===== src/rtl/reg_monitor.sv =====
// reg_monitor
// Debug front panel between the CPU register observation bus and its admin
// write port. Scans one selected 32-bit register slot (or the staged word, or
// the last committed word) onto an 8-digit multiplexed seven-segment display,
// debounces three push-buttons, and stages a 32-bit value from slide switches
// that is committed to the CPU when admin access is granted.
//
// Ports:
//   clk            single rising-edge clock
//   rst            synchronous active-high reset
//   oreg           NUM_REGS packed 32-bit register slots, slot k at [32k+31:32k]
//   reg_admin_ena  CPU grants admin writes when 1 (sampled on the write pulse)
//   btn_next       raw button: select next slot / leave STAGE or ACK view
//   btn_load       raw button: shift sw_data into the stage register
//   btn_write      raw button: commit the stage register to the CPU
//   sw_data        16-bit switch data
//   sw_addr        target register index for a commit
//   reg_i          committed register index
//   reg_input      committed data word
//   an             digit enables, active-low, one-hot
//   seg            segments {dp,g,f,e,d,c,b,a}, active-low
//   led_err        last write attempt was refused
module reg_monitor #(
    parameter int NUM_REGS        = 5,
    parameter int DEBOUNCE_CYCLES = 1000000,
    parameter int SCAN_CYCLES     = 100000,
    parameter int ACK_CYCLES      = 50000000
) (
    input  logic                     clk,
    input  logic                     rst,
    input  logic [NUM_REGS*32-1:0]   oreg,
    input  logic                     reg_admin_ena,
    input  logic                     btn_next,
    input  logic                     btn_load,
    input  logic                     btn_write,
    input  logic [15:0]              sw_data,
    input  logic [4:0]               sw_addr,
    output logic [4:0]               reg_i,
    output logic [31:0]              reg_input,
    output logic [7:0]               an,
    output logic [7:0]               seg,
    output logic                     led_err
);

    localparam int SEL_W  = (NUM_REGS > 1) ? $clog2(NUM_REGS) : 1;
    localparam int DB_W   = $clog2(DEBOUNCE_CYCLES + 1);
    localparam int SCAN_W = $clog2(SCAN_CYCLES + 1);
    localparam int ACK_W  = $clog2(ACK_CYCLES + 1);

    typedef enum logic [1:0] {
        MODE_REG   = 2'd0,
        MODE_STAGE = 2'd1,
        MODE_ACK   = 2'd2
    } mode_t;

    // Active-high {g,f,e,d,c,b,a} pattern for one hex digit; inverted at the pins.
    function automatic logic [6:0] hex_glyph(input logic [3:0] v);
        case (v)
            4'h0: return 7'h3F;
            4'h1: return 7'h06;
            4'h2: return 7'h5B;
            4'h3: return 7'h4F;
            4'h4: return 7'h66;
            4'h5: return 7'h6D;
            4'h6: return 7'h7D;
            4'h7: return 7'h07;
            4'h8: return 7'h7F;
            4'h9: return 7'h6F;
            4'hA: return 7'h77;
            4'hB: return 7'h7C;
            4'hC: return 7'h39;
            4'hD: return 7'h5E;
            4'hE: return 7'h79;
            default: return 7'h71;
        endcase
    endfunction

    // Button bit order: 0 = next, 1 = load, 2 = write.
    logic [2:0]      btn_raw;
    logic [2:0]      sync_a;
    logic [2:0]      sync_b;
    logic [2:0]      level;
    logic [2:0]      level_q;
    logic [2:0]      pulse;
    logic [DB_W-1:0] db_cnt [3];

    logic p_next;
    logic p_load;
    logic p_write;

    assign btn_raw = {btn_write, btn_load, btn_next};
    assign p_next  = pulse[0];
    assign p_load  = pulse[1];
    assign p_write = pulse[2];

    // Two-flop synchronizer followed by an integrating debouncer per button.
    // The counter only runs while the synchronized input disagrees with the
    // debounced level, so any bounce back to the old level restarts it. The
    // rising edge of the debounced level is turned into a one-cycle pulse one
    // cycle later, so a held button can never pulse twice.
    always_ff @(posedge clk) begin
        if (rst) begin
            sync_a  <= '0;
            sync_b  <= '0;
            level   <= '0;
            level_q <= '0;
            pulse   <= '0;
            for (int i = 0; i < 3; i++) begin
                db_cnt[i] <= '0;
            end
        end else begin
            sync_a  <= btn_raw;
            sync_b  <= sync_a;
            level_q <= level;
            pulse   <= level & ~level_q;
            for (int i = 0; i < 3; i++) begin
                if (sync_b[i] == level[i]) begin
                    db_cnt[i] <= '0;
                end else if (db_cnt[i] == DB_W'(DEBOUNCE_CYCLES - 1)) begin
                    db_cnt[i] <= '0;
                    level[i]  <= ~level[i];
                end else begin
                    db_cnt[i] <= db_cnt[i] + 1'b1;
                end
            end
        end
    end

    mode_t            state, state_n;
    logic [SEL_W-1:0] sel, sel_n;
    logic [31:0]      stage, stage_n;
    logic [4:0]       reg_i_n;
    logic [31:0]      reg_input_n;
    logic             led_err_n;
    logic [ACK_W-1:0] ack_cnt, ack_cnt_n;

    // Mode and data registers.
    always_ff @(posedge clk) begin
        if (rst) begin
            state     <= MODE_REG;
            sel       <= '0;
            stage     <= '0;
            reg_i     <= '0;
            reg_input <= '0;
            led_err   <= 1'b0;
            ack_cnt   <= '0;
        end else begin
            state     <= state_n;
            sel       <= sel_n;
            stage     <= stage_n;
            reg_i     <= reg_i_n;
            reg_input <= reg_input_n;
            led_err   <= led_err_n;
            ack_cnt   <= ack_cnt_n;
        end
    end

    // Next-state logic. Every pulse applies its own data update, while the
    // mode transition follows write > load > next. A commit captures the
    // stage register as it was before any same-cycle load shifts it. A
    // refused write only raises led_err and leaves the mode alone.
    always_comb begin
        state_n     = state;
        sel_n       = sel;
        stage_n     = stage;
        reg_i_n     = reg_i;
        reg_input_n = reg_input;
        led_err_n   = led_err;
        ack_cnt_n   = ack_cnt;

        if (p_next) begin
            sel_n = (sel == SEL_W'(NUM_REGS - 1)) ? '0 : sel + 1'b1;
        end
        if (p_load) begin
            stage_n = {stage[15:0], sw_data};
        end

        if (state == MODE_ACK) begin
            if (ack_cnt >= ACK_W'(ACK_CYCLES - 1)) begin
                state_n = MODE_REG;
            end else begin
                ack_cnt_n = ack_cnt + 1'b1;
            end
        end

        if (p_write) begin
            if (reg_admin_ena) begin
                reg_i_n     = sw_addr;
                reg_input_n = stage;
                led_err_n   = 1'b0;
                state_n     = MODE_ACK;
                ack_cnt_n   = '0;
            end else begin
                led_err_n = 1'b1;
                state_n   = state;
            end
        end else if (p_load) begin
            state_n = (state == MODE_ACK) ? MODE_ACK : MODE_STAGE;
        end else if (p_next) begin
            state_n = MODE_REG;
        end
    end

    logic [31:0]       slots [NUM_REGS];
    logic [31:0]       shown;
    logic [2:0]        digit;
    logic [SCAN_W-1:0] scan_cnt;

    // Unpack the snapshot bus and pick the word the current mode displays.
    always_comb begin
        for (int k = 0; k < NUM_REGS; k++) begin
            slots[k] = oreg[32*k +: 32];
        end
        shown = slots[sel];
        case (state)
            MODE_STAGE: shown = stage;
            MODE_ACK:   shown = reg_input;
            default:    shown = slots[sel];
        endcase
    end

    // Digit scan: each digit stays lit for SCAN_CYCLES, then wraps 7 -> 0.
    always_ff @(posedge clk) begin
        if (rst) begin
            scan_cnt <= '0;
            digit    <= '0;
        end else if (scan_cnt == SCAN_W'(SCAN_CYCLES - 1)) begin
            scan_cnt <= '0;
            digit    <= digit + 1'b1;
        end else begin
            scan_cnt <= scan_cnt + 1'b1;
        end
    end

    // Registered pin drivers; the decimal point marks the acknowledge view.
    always_ff @(posedge clk) begin
        if (rst) begin
            an  <= 8'b1111_1110;
            seg <= {1'b1, ~hex_glyph(oreg[3:0])};
        end else begin
            an  <= ~(8'b1 << digit);
            seg <= {state != MODE_ACK, ~hex_glyph(shown[4*digit +: 4])};
        end
    end

endmodule


===== config.mk =====
export PLATFORM = sky130hd
export DESIGN_NAME = reg_monitor
export DESIGN_NICKNAME = d
export VERILOG_FILES = /design/src/rtl/reg_monitor.sv
export SDC_FILE = /design/constraint.sdc
export NUM_CORES = 1
export LEC_CHECK = 0
export ABC_AREA = 1
export BUFFER_PORTS_ARGS = -buffer_cell sky130_fd_sc_hd__buf_2
export CORE_UTILIZATION = 48
export DETAILED_ROUTE_END_ITERATION = 16
export PLACE_DENSITY_LB_ADDON = 0.25
export SETUP_SLACK_MARGIN = 0.4
export SYNTH_ARGS = -nofsm -noshare
export SYNTH_HDL_FRONTEND = slang
export SYNTH_SLANG_ARGS = --single-unit

===== constraint.sdc =====
create_clock -name clk -period 4.1 [get_ports clk]
set_clock_uncertainty 0.2 [all_clocks]
set_input_delay 0.41 -clock clk [delete_from_list [all_inputs] [get_ports clk]]
set_output_delay 0.41 -clock clk [all_outputs]
set_load 0.01 [all_outputs]

# After elaboration in Yosys (flattened, before gate mapping)
# Memory sizes are Yosys's and may differ from the RTL's.
# Cells that the tools add are included.
totals:
  rom_bits: 224
  input_bits: 187
  mem_bits_rw: 60
  output_inout_bits: 54
  memories: 3
  wordCells: 138
  reg_bits: 152
mem_list:
  columns: ["memory", "depth", "word_bits", "rd", "rd_clocked_by_memory_dff", "write_ports", "line", "rtl"]
  rows:
  - ["(no name shown)", 16, 7, 1, 0, 0, "58", "case (v)"]
  - ["(no name shown)", 16, 7, 1, 0, 0, "58", null]
  - ["db_cnt", 3, 20, 3, 0, 3, "85", "logic [DB_W-1:0] db_cnt [3];"]
op_classes:
  bitwise: 21
  reduce_logical: 8
  order_cmp: 2
  shift: 2
  n_addsub: 7
  n_mux: 64
  eq_ne: 12
ops:
  columns: ["op", "n"]
  rows:
  - ["20-bit 2-to-1 mux", 9]
  - ["26-bit 2-to-1 mux", 4]
  - ["32-bit binary-select mux with 3-bit select", 1]
  - ["32-bit 2-to-1 mux", 2]
  - ["32-bit case mux with 2 select lines", 1]
  - ["20-bit by 1-bit adder with 20-bit output (second input constant)", 3]
  - ["20-bit equality test (second input constant)", 3]
  - ["1-bit 2-to-1 mux", 36]
  - ["32-bit by 6-bit variable part select with 4-bit output", 1]
  - ["26-bit by 1-bit adder with 26-bit output (second input constant)", 1]
  - ["26-bit >= comparator (second input constant)", 1]
  - ["7-bit 2-to-1 mux", 3]
  - ["17-bit by 1-bit adder with 17-bit output (second input constant)", 1]
  - ["17-bit equality test (second input constant)", 1]
  - ["2-bit 2-to-1 mux", 7]
  - ["7-bit NOT", 2]
  - ["1-bit bitwise OR", 9]
  - ["8-bit NOT", 1]
  - ["2-bit AND reduction", 4]
  - ["4-bit nonzero test", 2]
  - ["1-bit by 3-bit << shifter with 8-bit output (first input constant)", 1]
  - ["3-bit by 1-bit adder with 3-bit output (second input constant)", 2]
  - ["1-bit NOT", 6]
  - ["4-bit >= comparator (second input constant)", 1]
  - ["other kinds (11)", 14]

# Longest topological paths before layout
# An unclocked memory read counts as a cell.
depth:
  ltp_word: 10
  mapped_depth: 22
  depth_no_buf: 20

# Worst setup path before layout
# No wires, ideal clock.
synth_timing:
  path_type: "flip-flop to flip-flop"
  start: "reg state[1]"
  end: "reg seg[3]"
  setup_slack_ns: 1.572
  setup_time_ns: 0.125
  arrival_time_ns: 2.203
  required_time_ns: 3.775
  synth_period_minus_slack_ns: 2.528
  stages_incl_launch_ff: 21
  n_path_buf: 2
  cell_sequence: "dfxtp_1 > inv_1 > ha_1 > buf_2 > buf_1 > nand2_1 > nand3_1 > nand3_1 > nand3_1 > nand2_1 > nor2_1 > inv_1 > nand2_1 > inv_1 > ha_1 > inv_1 > nand3_1 > nand3_1 > nand2_1 > nand2_1 > nand2_1"
synth_between:
  elab_chain_cells: 7
  elab_cells_between_ends: 8
  cone_classes: "eq/ne: 2; shift: 1; mux: 3; bitwise: 1; memory: 1"
synth_rtl:
  columns: ["item", "line", "rtl"]
  rows:
  - ["start, declared", "129", "mode_t state, state_n;"]
  - ["start signal, assigned", "148", "state <= state_n;"]
  - ["2-bit equality test or 2-bit by 1-bit equality test with 1-bit output (tied branches)", "215", "case (state)"]
  - ["32-bit case mux with 2 select lines (*)", "215", null]
  - ["32-bit by 6-bit variable part select with 4-bit output (*)", "242", "seg <= {state != MODE_ACK, ~hex_glyph(shown[4*digit +: 4])};"]
  - ["memory read 16 x 7 bit (*)", null, null]
  - ["7-bit 2-to-1 mux (*)", "237", "if (rst) begin"]
  - ["7-bit NOT (*)", "242", null]
  - ["7-bit 2-to-1 mux (*)", "237", null]
  - ["end signal, assigned", "239", "seg <= {1'b1, ~hex_glyph(oreg[3:0])};"]
  - ["end signal, assigned", "242", null]
  - ["end, declared", "41", "output logic [7:0] seg,"]
# Every way passes the cells marked *; elsewhere a longest branch is shown, timed or not. The select of a mux whose other input is x is not followed.
# A chain may end at the register's enable or synchronous reset.

# Worst setup path in the final report
layout_timing:
  start: "reg state[0]"
  end: "reg seg[3]"
# The elaborated chain is that of the path after synthesis.

==> results.py <==
metrics = {
    "run_status": {
        "status": "completed",
    },
    "worst_setup_path": {
        "startpoint_type": "flip-flop",
        "r2r_start": "state[0]",
        "worstSetupPathType": "flip-flop to flip-flop",
        "worst_setup_path_end_kind": "flip-flop",
        "path_max_fanout": 10,
        "worstSetupStartpoint": "state[0]",
        "worstPathRequired_ns": 4.28,
        "arrival_ns": 3.24,
    },
    "synth": {
        "synth_area_per_cell_sq_um": 6.95,
        "ys_warn_count": 0,
        "ys_seq_area_share_pct": 40.3,
        "synthTopCellsByArea": "dfxtp_1 25%, edfxtp_1 15%, nor2_1 10%",
        "synthMostInstantiatedCell": "nor2_1",
        "syn_area_sq_um": 12000,
        "yosys.area.top_type": "dfxtp_1",
        "postSynthCellCount": 1727,
        "yosysUniqueCellTypes": 50,
        "yosys-top-cells-count": "328 x nor2_1, 301 x nand2_1, 170 x nand3_1",
        "yosys.area.top_type_share_pct": 25.3,
        "synthFlopType": "dfxtp_1",
        "synth-edff-count": 60,
        "async_reset_ff_share_pct": 0,
        "synth_seq_cells": 212,
    },
    "timing": {
        "timing_hold_violations_final": 0,
        "fmax_ghz": 0.327,
        "worst_pin_slew_ns": 1.16,
        "slew_headroom_pct": 22.8,
        "timing.final.crit_share_pct": 74.7,
        "setup_tns_ns": 0,
        "rsz0062_at_grt": "false",
        "setup_viol": 0,
        "drv_slew": 0,
        "fin_ws_ns": 1.04,
        "period_minus_slack_ns": 3.06,
    },
    "power_and_ir_drop": {
        "comb_power_share_pct": 7.0,
        "p_int_mw": 3.51,
        "switching_share_pct": 22.8,
        "p_seq_share_pct": 48.9,
        "p_leak_nw": 6.33,
        "p_sw_mw": 1.04,
        "power_density_nw_per_um2": 314,
        "pwr-share-clk_pct": 44.1,
        "peakVddDrop_uv": 379,
    },
    "detailed_routing": {
        "ant_nets": 0,
        "drt-pass1-iter-count": 8,
        "via_count": 12200,
        "drt_wl_total_mm": 34.3,
        "vias_per_cell": 5.19,
        "avgRoutedWirePerCell_um": 14.6,
        "drt_drc_violations_left": 0,
        "drt_iter0_drc": 1019,
    },
    "min_path": {
        "hp-class": "input pin to flip-flop",
        "hp-start": "sw_data[3]",
    },
    "cts": {
        "clk_pin_slew_ns": 0.06,
        "cts_max_level": 1,
        "postCtsSetupBuffers": 0,
        "cts_tree": "built",
        "ctsHoldBuffers": 18,
        "clock-sinks": 212,
        "cts_made_buffers": 23,
        "cts_root_buf": "clkbuf_16",
        "cts_resized": 0,
        "clock_latency_ns": 0.51,
        "cts_buffer_depth": 3,
    },
    "global_route": {
        "grt_pass1_vias": 11300,
        "grt.overflow.total": 0,
        "antenna_found_initial": 0,
        "grt_pass1_wl_mm": 55.1,
        "grt_max_degree": 91,
        "track_usage_pct": 26.1,
    },
    "floorplanning": {
        "num_rows": 57,
        "die_w_um": 160,
        "initial_core_util_pct": 49.1,
        "ios": 241,
        "die-area_sq_um": 25700,
        "dieHeight_um": 160,
        "core_sq_um": 24500,
    },
    "placement": {
        "placed_area_sq_um": 13600,
        "place.gp.congestion": 0.932,
        "post-place-ws_ns": 1.07,
        "numPortBuffers": 240,
        "dp_hpwl_mm": 24.7,
    },
    "final_layout": {
        "final_nets": 2218,
        "area_growth_pct": 20.6,
        "finalInstanceArea_sq_um": 14500,
        "layout-drive-gt1-share_pct": 15.9,
        "diodes": 0,
    },
    "job": {
        "cap_violations": 0,
    },
}
cells by family after synthesis:
kind of cell / after synthesis / share of synthesized area [%]
DFF: 212 / 40.3
other: 1 / 0.0312
AOI/OAI and AO/OA: 281 / 13.1
xor gates and xnor gates: 26 / 1.90
adders and majority gates: 26 / 2.71
buffers and inverters: 258 / 8.69
and+or+nand+nor: 923 / 33.3
through the flow:
stage	utilization (%)	power, mW	hold slack (ns)	cells
final	59.2	4.54	0.00921	2346
after global routing	59.2	4.72	0.0423	2346
after CTS	59.2	4.59	0.00243	2346
after detailed placement	55.5	2.57	0.179	2286
after global placement	55.5	2.57	0.181	2286
after floorplan	-	2.42	0.173	1786
cell usage in the layout, fill, tap and decap left out, types with 6 or more instances in the layout:
cell type and n:
a21oi_1 82, buf_2 240, buf_4 15, clkbuf_16 23, clkinv_1 8, conb_1 60, dfxtp_1 150, dlygate4sd3_1 18
edfxtp_1 60, ha_1 26, inv_1 167, inv_2 9, nand2_1 301, nand3_1 170, nand4_1 23, nor2_1 328
nor3_1 42, nor3b_1 14, nor4_1 12, o211ai_1 18, o21a_1 8, o21ai_0 126, o21ai_1 18, or2_0 6
or2_1 6, xnor2_1 9, xor2_1 17
metal layers:
| metal | GRT usage [%] | share of wire, % | vias to the layer above |
|---|---|---|---|
| met5 | 0 | 0 | - |
| met4 | 8.70 | 2.8 | 0 |
| met3 | 3.06 | 5.2 | 67 |
| met2 | 46.2 | 49 | 403 |
| met1 | 32.8 | 43 | 5515 |
| li1 | - | - | 6188 |
critical path, stage by stage, from the launching register on:
cell and delay (ns):
dfxtp_1 0.33, inv_1 0.07, ha_1 0.35, clkinv_1 0.35
o22ai_1 0.24, o21ai_0 0.09, nor2_1 0.09, nor2_1 0.05
nor2_1 0.17, inv_1 0.06, nand2_1 0.18, inv_1 0.11
ha_1 0.22, inv_1 0.08, nand3_1 0.07, nand3_1 0.10
nand2_1 0.05, nand2_1 0.05, nand2_1 0.07
cell type report:
type	count	area (sq um)
inverter	179	672
timing repair buffer	273	1490
clock inverter	13	113
sequential	212	4850
tap	324	405
multi-input combinational	1316	6340
fill	2309	9980
clock buffer	29	608
sequential cells by signal, indices dropped and copies added (netlist names), 5 cells and up:
| name | flops |
|---|---|
| stage | 32 |
| ack_cnt | 26 |
| reg_i | 5 |
| db_cnt | 60 |
| reg_input | 32 |
| seg | 8 |
| an | 8 |
| scan_cnt | 17 |
path summary, 6_finish.rpt:
path                            slack [ns]  cells past startpoint       end
worst min register to register        0.18                      1  pulse[1]
worst max-delay path                  1.04                     18    seg[3]
worst max register to register        1.04                     18    seg[3]
worst min-delay path                 0.009                      3  stage[3]
power by group through the flow:
stage                     Clock (mW)  Combinational, mW  Sequential [mW]
after floorplan                    0              0.162             2.26
after global placement             0              0.302             2.27
after detailed placement           0              0.305             2.27
after CTS                       2.04              0.320             2.22
after global routing            2.14              0.360             2.23
final                           2.00              0.320             2.22
No activity file was read; power rests on OpenSTA's default activity.
